[src/rtl/time_param_timer.sv]
// Reprogrammable bank of time parameters with an integrated countdown engine.
// Expiry is reported as a registered one-cycle pulse; busy follows the RUN state.
module time_param_timer #(
  parameter int NUM_PARAMS = 4,
  parameter int WIDTH      = 4,
  parameter int SEL_W      = 2,
  parameter logic [NUM_PARAMS*WIDTH-1:0] DEFAULTS = {4'd10, 4'd15, 4'd8, 4'd6}
) (
  input  logic             clock,
  input  logic             reset,
  input  logic             reprogram,
  input  logic [SEL_W-1:0] time_param_sel,
  input  logic [WIDTH-1:0] time_value,
  input  logic [SEL_W-1:0] interval,
  input  logic             double_time,
  input  logic             start_timer,
  input  logic             abort,
  input  logic             one_hz_enable,
  output logic [WIDTH-1:0] value,
  output logic [WIDTH:0]   count,
  output logic             busy,
  output logic             expired
);

  typedef enum logic [0:0] {ST_IDLE = 1'b0, ST_RUN = 1'b1} state_t;

  localparam logic [SEL_W:0] NUM_P_C = (SEL_W+1)'(NUM_PARAMS);

  logic [WIDTH-1:0] params_r [NUM_PARAMS];
  state_t           state_r, state_n_s;
  logic [WIDTH:0]   count_r, count_n_s;
  logic             expired_r, expired_n_s;
  logic [WIDTH-1:0] value_s;
  logic [WIDTH:0]   load_s;

  // Parameter bank: per-entry defaults on reset, out-of-range selects never match
  always_ff @(posedge clock or negedge reset) begin
    if (!reset) begin
      for (int i = 0; i < NUM_PARAMS; i++) begin
        params_r[i] <= DEFAULTS[i*WIDTH +: WIDTH];
      end
    end else begin
      for (int i = 0; i < NUM_PARAMS; i++) begin
        if (reprogram && (time_param_sel == SEL_W'(i))) begin
          params_r[i] <= time_value;
        end else begin
          params_r[i] <= params_r[i];
        end
      end
    end
  end

  // Read port and load value; the load uses the stored (pre-write) entry
  always_comb begin
    value_s = {WIDTH{1'b0}};
    load_s  = {(WIDTH+1){1'b0}};
    if ({1'b0, interval} < NUM_P_C) begin
      value_s = params_r[interval];
    end else begin
      value_s = {WIDTH{1'b0}};
    end
    if (double_time) begin
      load_s = {value_s, 1'b0};
    end else begin
      load_s = {1'b0, value_s};
    end
  end

  // Countdown FSM next-state logic; abort has priority over start
  always_comb begin
    state_n_s   = state_r;
    count_n_s   = count_r;
    expired_n_s = 1'b0;
    if (abort) begin
      state_n_s = ST_IDLE;
    end else if (start_timer) begin
      state_n_s = ST_RUN;
      count_n_s = load_s;
    end else begin
      case (state_r)
        ST_IDLE: begin
          state_n_s = ST_IDLE;
        end
        ST_RUN: begin
          if (count_r == {(WIDTH+1){1'b0}}) begin
            state_n_s   = ST_IDLE;
            expired_n_s = 1'b1;
          end else if (one_hz_enable) begin
            count_n_s = count_r - (WIDTH+1)'(1);
          end else begin
            count_n_s = count_r;
          end
        end
        default: begin
          state_n_s = ST_IDLE;
        end
      endcase
    end
  end

  // FSM, count and expiry pulse registers
  always_ff @(posedge clock or negedge reset) begin
    if (!reset) begin
      state_r   <= ST_IDLE;
      count_r   <= {(WIDTH+1){1'b0}};
      expired_r <= 1'b0;
    end else begin
      state_r   <= state_n_s;
      count_r   <= count_n_s;
      expired_r <= expired_n_s;
    end
  end

  assign value   = value_s;
  assign count   = count_r;
  assign busy    = (state_r == ST_RUN);
  assign expired = expired_r;

endmodule
[config.mk]
export PLATFORM = sky130hd
export DESIGN_NAME = time_param_timer
export DESIGN_NICKNAME = d
export VERILOG_FILES = /design/src/rtl/time_param_timer.sv
export SDC_FILE = /design/constraint.sdc
export NUM_CORES = 1
export LEC_CHECK = 0
export CORE_MARGIN = 2
export CORE_UTILIZATION = 44
export DETAILED_ROUTE_END_ITERATION = 10
export GPL_ROUTABILITY_DRIVEN = 0
export GPL_TIMING_DRIVEN = 0
export PLACE_DENSITY_LB_ADDON = 0.2
export SLEW_MARGIN = 20
export SYNTH_ARGS = -nofsm -noshare
export SYNTH_HDL_FRONTEND = slang
export SYNTH_SLANG_ARGS = --single-unit
export TNS_END_PERCENT = 10
[constraint.sdc]
create_clock -name clock -period 1.4 [get_ports clock]
set_input_delay 0.28 -clock clock [delete_from_list [all_inputs] [get_ports clock]]
set_output_delay 0.28 -clock clock [all_outputs]
set_load 0.01 [all_outputs]
Word level (Yosys, flattened, before mapping)
Cells that the tools add are included.
{"block": "totals", "elab_cells": 41, "ff_bits": 23}
{"block": "op_classes", "bitwise": 3, "mux": 16, "n_eq_ne": 4, "n_lt_le_gt_ge": 1, "addsub": 1, "n_reduce_logical": 9}
{"operator": "5-bit two-way mux", "n": 5}
{"operator": "4-bit binary-select mux with 2-bit select", "n": 1}
{"operator": "4-bit two-way mux", "n": 2}
{"operator": "1-bit two-way mux", "n": 7}
{"operator": "5-bit zero test", "n": 1}
{"operator": "5-bit by 1-bit subtractor with 5-bit output (second input constant)", "n": 1}
{"operator": "2-bit equality test (second input constant)", "n": 2}
{"operator": "1-bit logical AND", "n": 4}
{"operator": "4-bit AND reduction", "n": 1}
{"operator": "2-bit nonzero test", "n": 2}
{"operator": "3-bit greater-or-equal comparator (second input constant)", "n": 1}
{"operator": "2-bit NOT with 3-bit output", "n": 1}
{"operator": "2-bit by 1-bit equality test with 1-bit output (second input constant)", "n": 1}
{"operator": "2-bit zero test", "n": 1}
{"operator": "2-bit inequality test (second input constant)", "n": 1}
{"operator": "1-bit NOT", "n": 2}
{"operator": "1-bit case mux with 2 select lines", "n": 1}

Depth between registers and ports, before layout
Gate-level depths: netlist of the first run.
{"block": "logic_depth", "ltp_word": 6, "depth_mapped": 5}

Worst setup path after synthesis of the first run
No wires, ideal clock.
{"block": "synth_timing", "kind": "register to register", "startpoint": "register count_r[0] (netlist: count[0])", "endpoint": "register count_r[4] (netlist: count[4])", "path_stages_with_launch": 6, "path_slack_ns": -0.127, "arrival_time_ns": 1.406, "path_cell_list": "dfrtp_1 inv_1 ha_1 a311oi_4 o21ai_0 a32o_1"}
{"block": "synth_via", "elab_chain_cells": 5}
{"item": "start, declared", "line": "31", "rtl": "logic [WIDTH:0] count_r, count_n_s;"}
{"item": "start signal, assigned", "line": "105", "rtl": "count_r <= {(WIDTH+1){1'b0}};"}
{"item": "start signal, assigned", "line": "109", "rtl": "count_r <= count_n_s;"}
{"item": "5-bit by 1-bit subtractor with 5-bit output", "line": "89", "rtl": "count_n_s = count_r - (WIDTH+1)'(1);"}
{"item": "5-bit two-way mux", "line": "88", "rtl": "end else if (one_hz_enable) begin"}
{"item": "5-bit two-way mux", "line": "85", "rtl": "if (count_r == {(WIDTH+1){1'b0}}) begin"}
{"item": "5-bit two-way mux", "line": "80", "rtl": "case (state_r)"}
{"item": "5-bit two-way mux", "line": "76", "rtl": "end else if (start_timer) begin"}
Parallel ways exist; a longest one is shown, timed or not. The select of a mux whose other input is x is not followed.
A chain may end at the register's enable or synchronous reset.

Final worst setup path of the first run
{"block": "layout_timing", "startpoint": "register params_r[2] in the netlist's numbering", "endpoint": "output port value[2]"}
{"block": "layout_via", "elab_chain_cells": 3}
{"item": "start, declared", "line": "29", "rtl": "logic [WIDTH-1:0] params_r [NUM_PARAMS];"}
{"item": "start signal, assigned by index", "line": "40", "rtl": "params_r[i] <= DEFAULTS[i*WIDTH +: WIDTH];"}
{"item": "start signal, assigned by index", "line": "45", "rtl": "params_r[i] <= time_value;"}
{"item": "start signal, assigned by index", "line": "47", "rtl": "params_r[i] <= params_r[i];"}
{"item": "4-bit binary-select mux with 2-bit select", "line": "58", "rtl": "value_s = params_r[interval];"}
{"item": "4-bit two-way mux (not written as such) (2 in a row)", "line": "58"}
{"item": "end, declared", "line": "19", "rtl": "output logic [WIDTH-1:0] value,"}
No other way between the ends. The select of a mux whose other input is x is not followed.

==> parameters.txt, run 1 <==
Parameter                              Value

Run status
  Outcome    finished, violations left
  Violated checks    setup timing

Synthesis
  Syn_area_per_cell    13.3 sq um
  Number of synthesized register bits    23
  Synth unique cells    32
  Summed instance area of the synthesized netlist    1200 sq um
  Fraction of the yosys area taken by sequential cells    0.489
  Count of mapped cells out of synthesis    90
  Number of nets in the synthesized netlist    approximately 110
  Yosys Warn Count    0

Route
  Count of vias placed by the detailed router    between 800 and 900
  Wirelength, routed    2380 microns
  Routed wl met3    121 microns
  Router iterations before antenna repair    4
  Post-detailed-route wirelength per cell    15.8 microns
  Wire length on met2    1220 microns
  Met1 layer wirelength in the final routing    1020 microns
  Max layer used    met4
  Via/cell ratio    5.76
  Detail Route Antenna Nets    0
  Initial DRC count    32
  Remaining routing DRC violations    0

Global route
  Initial antenna violation count    0
  Global Route Usage Sum    0.161
  Pin count of the biggest net entering global routing    24
  Aggregate global routing overflow    0
  Vias in the first global route    902
  Global-route wire length before repair    between 4000 and 5000 microns

STA
  Worst hold slack    0.395 ns
  RSZ-0062 raised after global routing    yes
  Final setup violation count    9
  Remaining max-slew budget at the tightest pin    0.651
  Final critical-path share of the clock period    1.17
  Achievable clock frequency    611 MHz
  Time the final worst path needs with I/O delays and setup    1.64 ns
  Final Worst Setup Slack    -0.237 ns
  Hold Fails Final Rpt    0
  Max Transition Viols Final    0
  Clock skew after layout    0.0101 ns
  Pin slew with the least headroom to its limit    0.523 ns

Worst setup path
  Kind of launch point of the worst setup path    register
  Kind of cell adding the most delay to the critical path    multiplexers
  Critical path required time    about 1.1 ns
  WP data arrival    1.36 ns
  Crit-path max cell delay    0.49 ns
  Capturing element type of the critical path    output pin
  Worst-path maximum fanout    2
  CP bufs+invs    1
  List of cells traversed by the critical path    mux4_2, buf_2
  Slowest CP cell    mux4_2
  Register-to-register path setup slack    -0.17 ns
  Critical Setup Path Class    register to output pin

Power and ir drop
  Total power consumption of the routed design    2.11 mW
  Maximum ir drop on the vdd rail    851 uV
  Cell leakage power    0.658 nW
  Total power divided by cell area    1360 nW/um^2

Finish
  Area of all placed cells without fillers    1550 sq um
  Fraction of layout cells with a size suffix above 1    0.438
  Number of diodes    0
  Net count, final    ~140
  Total of fill cells in the finished design    222
  Area added between synthesis and finish    29.2%
  Fin cells    151

Die
  Floorplan Core Area    2520 sq um
  Area of the die    3160 sq um
  I/O pins    26
  Die height    56.3 microns
  Row count    18
  Die X-Extent    approximately 56 microns
  Starting Density    0.476

Flow run
  Number of maximum-capacitance constraint violations    0

Clock tree
  Number of buffers on the longest clock path    2
  Root Buffer Master    clkbuf_4
  TritonCTS clock tree    built
  CTS sink cnt    23
  Number of buffers inserted during clock tree synthesis    3
  Source-to-sink clock delay at the later pin of the worst-skew pair    a little over 0.3 ns
  Clock slew seen by the registers of the worst setup and hold paths    0.13 ns
  Level count of the clock H-tree    1

Min path
  Class of the tightest hold or removal check    primary input to register

Placement
  Post-place instance area    1470 sq um
  Placed wire-length estimate after detailed placement    ~1800 microns
  Number of input and output port buffers inserted    22
  Placed instance count    142
[cells in the final DEF, fill, tap and decap left out, types with 2 or more instances in the layout]
cell	netlist	routed
a21oi_1	2	2
buf_2	1	2
buf_4	0	3
buf_6	1	5
clkbuf_1	2	3
clkbuf_4	0	3
clkdlybuf4s50_1	0	9
dfrtp_1	14	13
dfstp_2	9	9
dlygate4sd2_1	0	7
inv_2	0	2
mux2_2	18	18
mux2i_1	5	5
mux4_2	3	4
nand2_1	4	4
nand3b_1	2	2
nor2_1	4	4
o21ai_1	0	2
[routing by layer]
metal	vias up	track usage
met5	-	0
met4	0	0.0612
met3	4	0.0323
met2	28	0.274
met1	435	0.202
li1	403	-
[state kept, by name, indices dropped and copies added (netlist names)]
name,flops
busy,1
count,5
expired,1
params_r,16
[final cells by class]
cell class              count  area, sq um  area share
plain buffers               4         33.8      0.0218
flip-flops and latches     23          588       0.379
clock buffers               4         26.3      0.0169
inverters                   3         11.3     0.00726
multi-input cells          60          603       0.389
repair buffers             27          251       0.162
well taps                  30         37.5      0.0242
[cells by family after synthesis]
logic type	count (synthesis)	share of synthesized area
AO/OA/AOI/OAI	12	0.0896
adder cells (fa/ha/maj)	1	0.0104
multiplexers	27	0.289
buffers and inverters	7	0.0292
AND/OR/NAND/NOR	20	0.0937
flip-flops	23	0.489
[cells in the mapped netlist]
library cell | count | area, sq um
nor3b_1 | 2 | 15.0
dfrtp_1 | 14 | 350
ha_1 | 1 | 12.5
o21ai_0 | 2 | 10.0
mux2_2 | 18 | 203
mux4_1 | 1 | 26.3
inv_1 | 3 | 11.3
and3_1 | 1 | 6.26
nor2b_1 | 1 | 6.26
o32ai_1 | 1 | 8.76
a21oi_1 | 2 | 10.0
nand3b_1 | 2 | 15.0
clkbuf_1 | 2 | 7.51
a32o_1 | 1 | 10.0
a41o_1 | 1 | 10.0
mux4_2 | 3 | 67.6
a22oi_1 | 1 | 7.51
and3b_1 | 1 | 8.76
a311oi_4 | 1 | 26.3
nor3_1 | 2 | 10.0
buf_6 | 1 | 11.3
dfstp_2 | 9 | 236
o22a_1 | 1 | 8.76
or4_1 | 1 | 7.51
nand4b_1 | 1 | 8.76
a41oi_1 | 1 | 8.76
nand2_1 | 4 | 15.0
mux2i_1 | 5 | 50.1
nand3_1 | 1 | 5.00
o31ai_1 | 1 | 7.51
nor2_1 | 4 | 15.0
buf_2 | 1 | 5.00
[final timing paths]
path,start,cells past startpoint,endpoint
worst max-delay path,params_r[2],2,value[2]
worst min-delay path,interval[0],4,count[1]
worst max register to register,params_r[2],5,count[3]
worst min register to register,params_r[8],1,params_r[8]
max in group asynchronous,reset,2,count[2]
min in group asynchronous,reset,2,count[0]
[worst min-delay path: cells and delay by family]
| family | cells | cell delay [ns] |
|---|---|---|
| compound gates | 2 | 0.23 |
| buf+inv | 1 | 0.11 |
| simple gates | 1 | 0.05 |
[stage by stage]
step	utilization	setup WS, ns	TNS [ns]
after global placement	0.583	-0.566	-8.44
final	0.615	-0.237	-1.37
after global routing	0.615	-0.289	-1.90
after detailed placement	0.583	-0.613	-9.36
after floorplan	-	-0.0567	-0.201
after CTS	0.604	-0.252	-1.73
[report_power, final]
part | internal (mW) | switching, mW
clock | 0.111 | 0.192
combinational | 0.460 | 0.351
sequential | 0.858 | 0.138
[what timing repair did]
item / 4_1_cts / 5_1_grt
endpoints found under the hold margin: 0 / 14
endpoints found under the setup margin: 21 / 10
hold buffers: 0 / 1
pin swaps: 1 / 2
buffers inserted: 3 / 1
gates resized for setup: 29 / 5
No activity file was read; power rests on OpenSTA's default activity.
==> inputs of run 2 (changes only) <==
--- a/config.mk
+++ b/config.mk
@@ -5,7 +5,6 @@
 export SDC_FILE = /design/constraint.sdc
 export NUM_CORES = 1
 export LEC_CHECK = 0
-export CORE_MARGIN = 2
 export CORE_UTILIZATION = 44
 export DETAILED_ROUTE_END_ITERATION = 10
 export GPL_ROUTABILITY_DRIVEN = 0
==> run 2 against run 1 <==
  * The run still ends with setup timing left
  * Sequential power hardly changed
  * First-iteration DRC count is 84% lower
  * Clock skew is 0.0043 ns lower
  * Critical path depth stayed put
==> parameters.txt, run 2 (synthesis gave the netlist of run 1 again) <==
Parameter                              Value

Run status
  Outcome    finished, violations left (unchanged)
  Violated checks    setup timing (unchanged)

Placement
  Number of input and output port buffers inserted    22 (unchanged)
  Placed instance count    142 (unchanged)
  Post-place instance area    1470 sq um (unchanged)
  Placed wire-length estimate after detailed placement    1800 microns (was 1780 microns)

Finish
  Commonest non-fill, non-tap cell in the layout    mux2_2 (unchanged)
  Fraction of layout cells with a size suffix above 1    0.429 (was 0.438)
  Fin cells    149 (was 151)
  Util after Layout    0.613 (was 0.615)
  Area of all placed cells without fillers    1550 sq um (about the same)
  Sequential cell area    588 sq um (unchanged)
  Number of diodes    0 (unchanged)
  Area added between synthesis and finish    28.6% (was 29.2%)
  Flip-flop count of the largest register after layout    16 (unchanged)
  Net count, final    136 (was 138)
  Register name with the most flops    params_r (unchanged)
  Commonest non-fill, non-tap cells in the layout    18 x mux2_2, 13 x dfrtp_1, 9 x clkdlybuf4s50_1, 9 x dfstp_2, 6 x buf_6 (was 18 x mux2_2, 13 x dfrtp_1, 9 x clkdlybuf4s50_1, 9 x dfstp_2, 7 x dlygate4sd2_1)
  Area of the multi-input gates    603 sq um (unchanged)
  Total of fill cells in the finished design    226 (was 222)

STA
  Final Worst Setup Slack    -0.255 ns (was -0.237 ns)
  Achievable clock frequency    604 MHz (was 611 MHz)
  Clock skew after layout    0.00587 ns (was 0.0101 ns)
  Final setup violation count    9 (unchanged)
  Pin slew with the least headroom to its limit    0.505 ns (was 0.523 ns)
  Max Transition Viols Final    0 (unchanged)
  Time the final worst path needs with I/O delays and setup    1.65 ns (was 1.64 ns)
  Remaining max-slew budget at the tightest pin    0.664 (was 0.651)
  Final critical-path share of the clock period    1.18 (was 1.17)
  Hold Fails Final Rpt    0 (unchanged)
  RSZ-0062 raised after global routing    yes (unchanged)

Power and ir drop
  Total power consumption of the routed design    2.13 mW (was 2.11 mW)
  Sequential share of power    0.468 (was 0.472)
  Cell internal pwr    1.43 mW (about the same)
  Cell leakage power    0.645 nW (was 0.658 nW)
  Total power divided by cell area    1380 nW/um^2 (was 1360 nW/um^2)
  Clk network pwr share    0.148 (was 0.144)
  Net switching power of the design    697 uW (was 680 uW)
  Logic gate share of total power    0.384 (about the same)
  Maximum ir drop on the vdd rail    965 uV (was 851 uV)
  Net switching fraction of the power    0.328 (was 0.323)

Global route
  Vias in the first global route    842 (was 902)
  Global-route wire length before repair    3840 microns (was 4040 microns)
  Initial antenna violation count    0 (unchanged)
  Global Route Usage Sum    0.191 (was 0.161)
  Pin count of the biggest net entering global routing    24 (unchanged)
  Aggregate global routing overflow    0 (unchanged)

Worst setup path
  Kind of launch point of the worst setup path    register (unchanged)
  List of cells traversed by the critical path    mux4_2, buf_6 (was mux4_2, buf_2)
  Worst-path maximum fanout    2 (unchanged)
  Crit-path max cell delay    0.50 ns (was 0.49 ns)
  Capturing element type of the critical path    output pin (unchanged)
  CP bufs+invs    1 (unchanged)
  WP data arrival    1.37 ns (was 1.36 ns)
  Critical Setup Path Class    register to output pin (unchanged)
  Slowest CP cell    mux4_2 (unchanged)
  Critical path required time    1.12 ns (about the same)
  Kind of cell adding the most delay to the critical path    multiplexers (unchanged)

Flow run
  Number of maximum-capacitance constraint violations    0 (unchanged)

Clock tree
  Clock slew seen by the registers of the worst setup and hold paths    0.12 ns (was 0.13 ns)
  Root Buffer Master    clkbuf_4 (unchanged)
  Source-to-sink clock delay at the later pin of the worst-skew pair    0.32 ns (was 0.31 ns)
  TritonCTS clock tree    built (unchanged)
  Level count of the clock H-tree    1 (unchanged)
  Number of buffers inserted during clock tree synthesis    3 (unchanged)
  CTS sink cnt    23 (unchanged)
  Number of buffers on the longest clock path    2 (unchanged)

Route
  Initial DRC count    5 (was 32)
  Post-detailed-route wirelength per cell    16.6 microns (was 15.8 microns)
  Remaining routing DRC violations    0 (unchanged)
  Router iterations before antenna repair    4 (unchanged)
  Via/cell ratio    5.74 (was 5.76)
  Wirelength, routed    2480 microns (was 2380 microns)
  Count of vias placed by the detailed router    856 (was 870)
  Detail Route Antenna Nets    0 (unchanged)

Die
  Floorplan Core Area    2520 sq um (unchanged)
  I/O pins    26 (unchanged)
  Die height    54.3 microns (was 56.3 microns)
  Die X-Extent    54.3 microns (was 56.3 microns)
  Area of the die    2940 sq um (was 3160 sq um)
  Starting Density    0.476 (unchanged)
  Row count    18 (unchanged)

Min path
  Class of the tightest hold or removal check    primary input to register (unchanged)
## run 2: cell types whose count changed in the layout (fill, tap and decap cells not counted), sizes merged
| cell | delta |
|---|---|
| clkdlybuf4s15 | +2 |
| buf | -2 |
| dlygate4sd2 | -2 |
## run 2: worst register-to-register path: cells and delay by family (launching register included)
kind,cells,cell delay [ns]
DFF,1,0.40
AOI/OAI and AO/OA,2,0.30
muxes,2,0.61
buffers and inverters,1,0.17
## run 2: path summary, 6_finish.rpt
check	startpoint	endpoint	slack [ns]	depth (start not counted)
setup reg to reg	params_r[0]	count[1]	-0.18	5
hold / removal	interval[0]	count[1]	0.39	4
setup / recovery	params_r[10]	value[2]	-0.25	2
min in group asynchronous	reset	busy	0.45	2
max in group asynchronous	reset	params_r[14]	0.58	2
hold reg to reg	params_r[15]	params_r[15]	0.52	1
## run 2: per-stage QoR
stage | hold WS [ns] | setup TNS [ns] | worst slack (ns)
floorplan | -0.0156 | -0.201 | -0.0567
global placement | 0.482 | -8.70 | -0.567
detailed placement | 0.499 | -9.80 | -0.584
CTS | 0.376 | -1.75 | -0.271
global route | 0.391 | -2.11 | -0.301
finish | 0.386 | -1.58 | -0.255
## run 2: power groups by stage
stage / registers [mW] / logic, mW / clock network [mW]
global placement: 0.990 / 0.803 / 0
detailed placement: 0.999 / 0.817 / 0
CTS: 0.990 / 0.808 / 0.327
global route: 1.02 / 0.899 / 0.350
finish: 0.995 / 0.816 / 0.314
floorplan: 1.00 / 0.465 / 0
## run 2: layout make-up
type                    count  area share
plain buffers               4      0.0219
clock buffers               4      0.0170
inverters                   3     0.00729
multi-input cells          60       0.390
flip-flops and latches     23       0.381
well taps                  30      0.0243
repair buffers             25       0.159
## run 2: layer usage
layer,routed length [microns],up-vias,global-route usage,share of wire
li1,-,400,-,-
met1,970,429,0.218,0.39
met2,1370,22,0.343,0.55
met3,100,5,0.0389,0.040
met4,41,0,0.0769,0.017
met5,0,-,0,0
## run 2: repair_timing
item / CTS / global route
buffers inserted: 2 / 0
gates resized for setup: 30 / 7
endpoints found under the hold margin: 0 / 14
pin swaps: 2 / 3
setup endpoints to repair: 22 / 11
hold buffers: 0 / 1
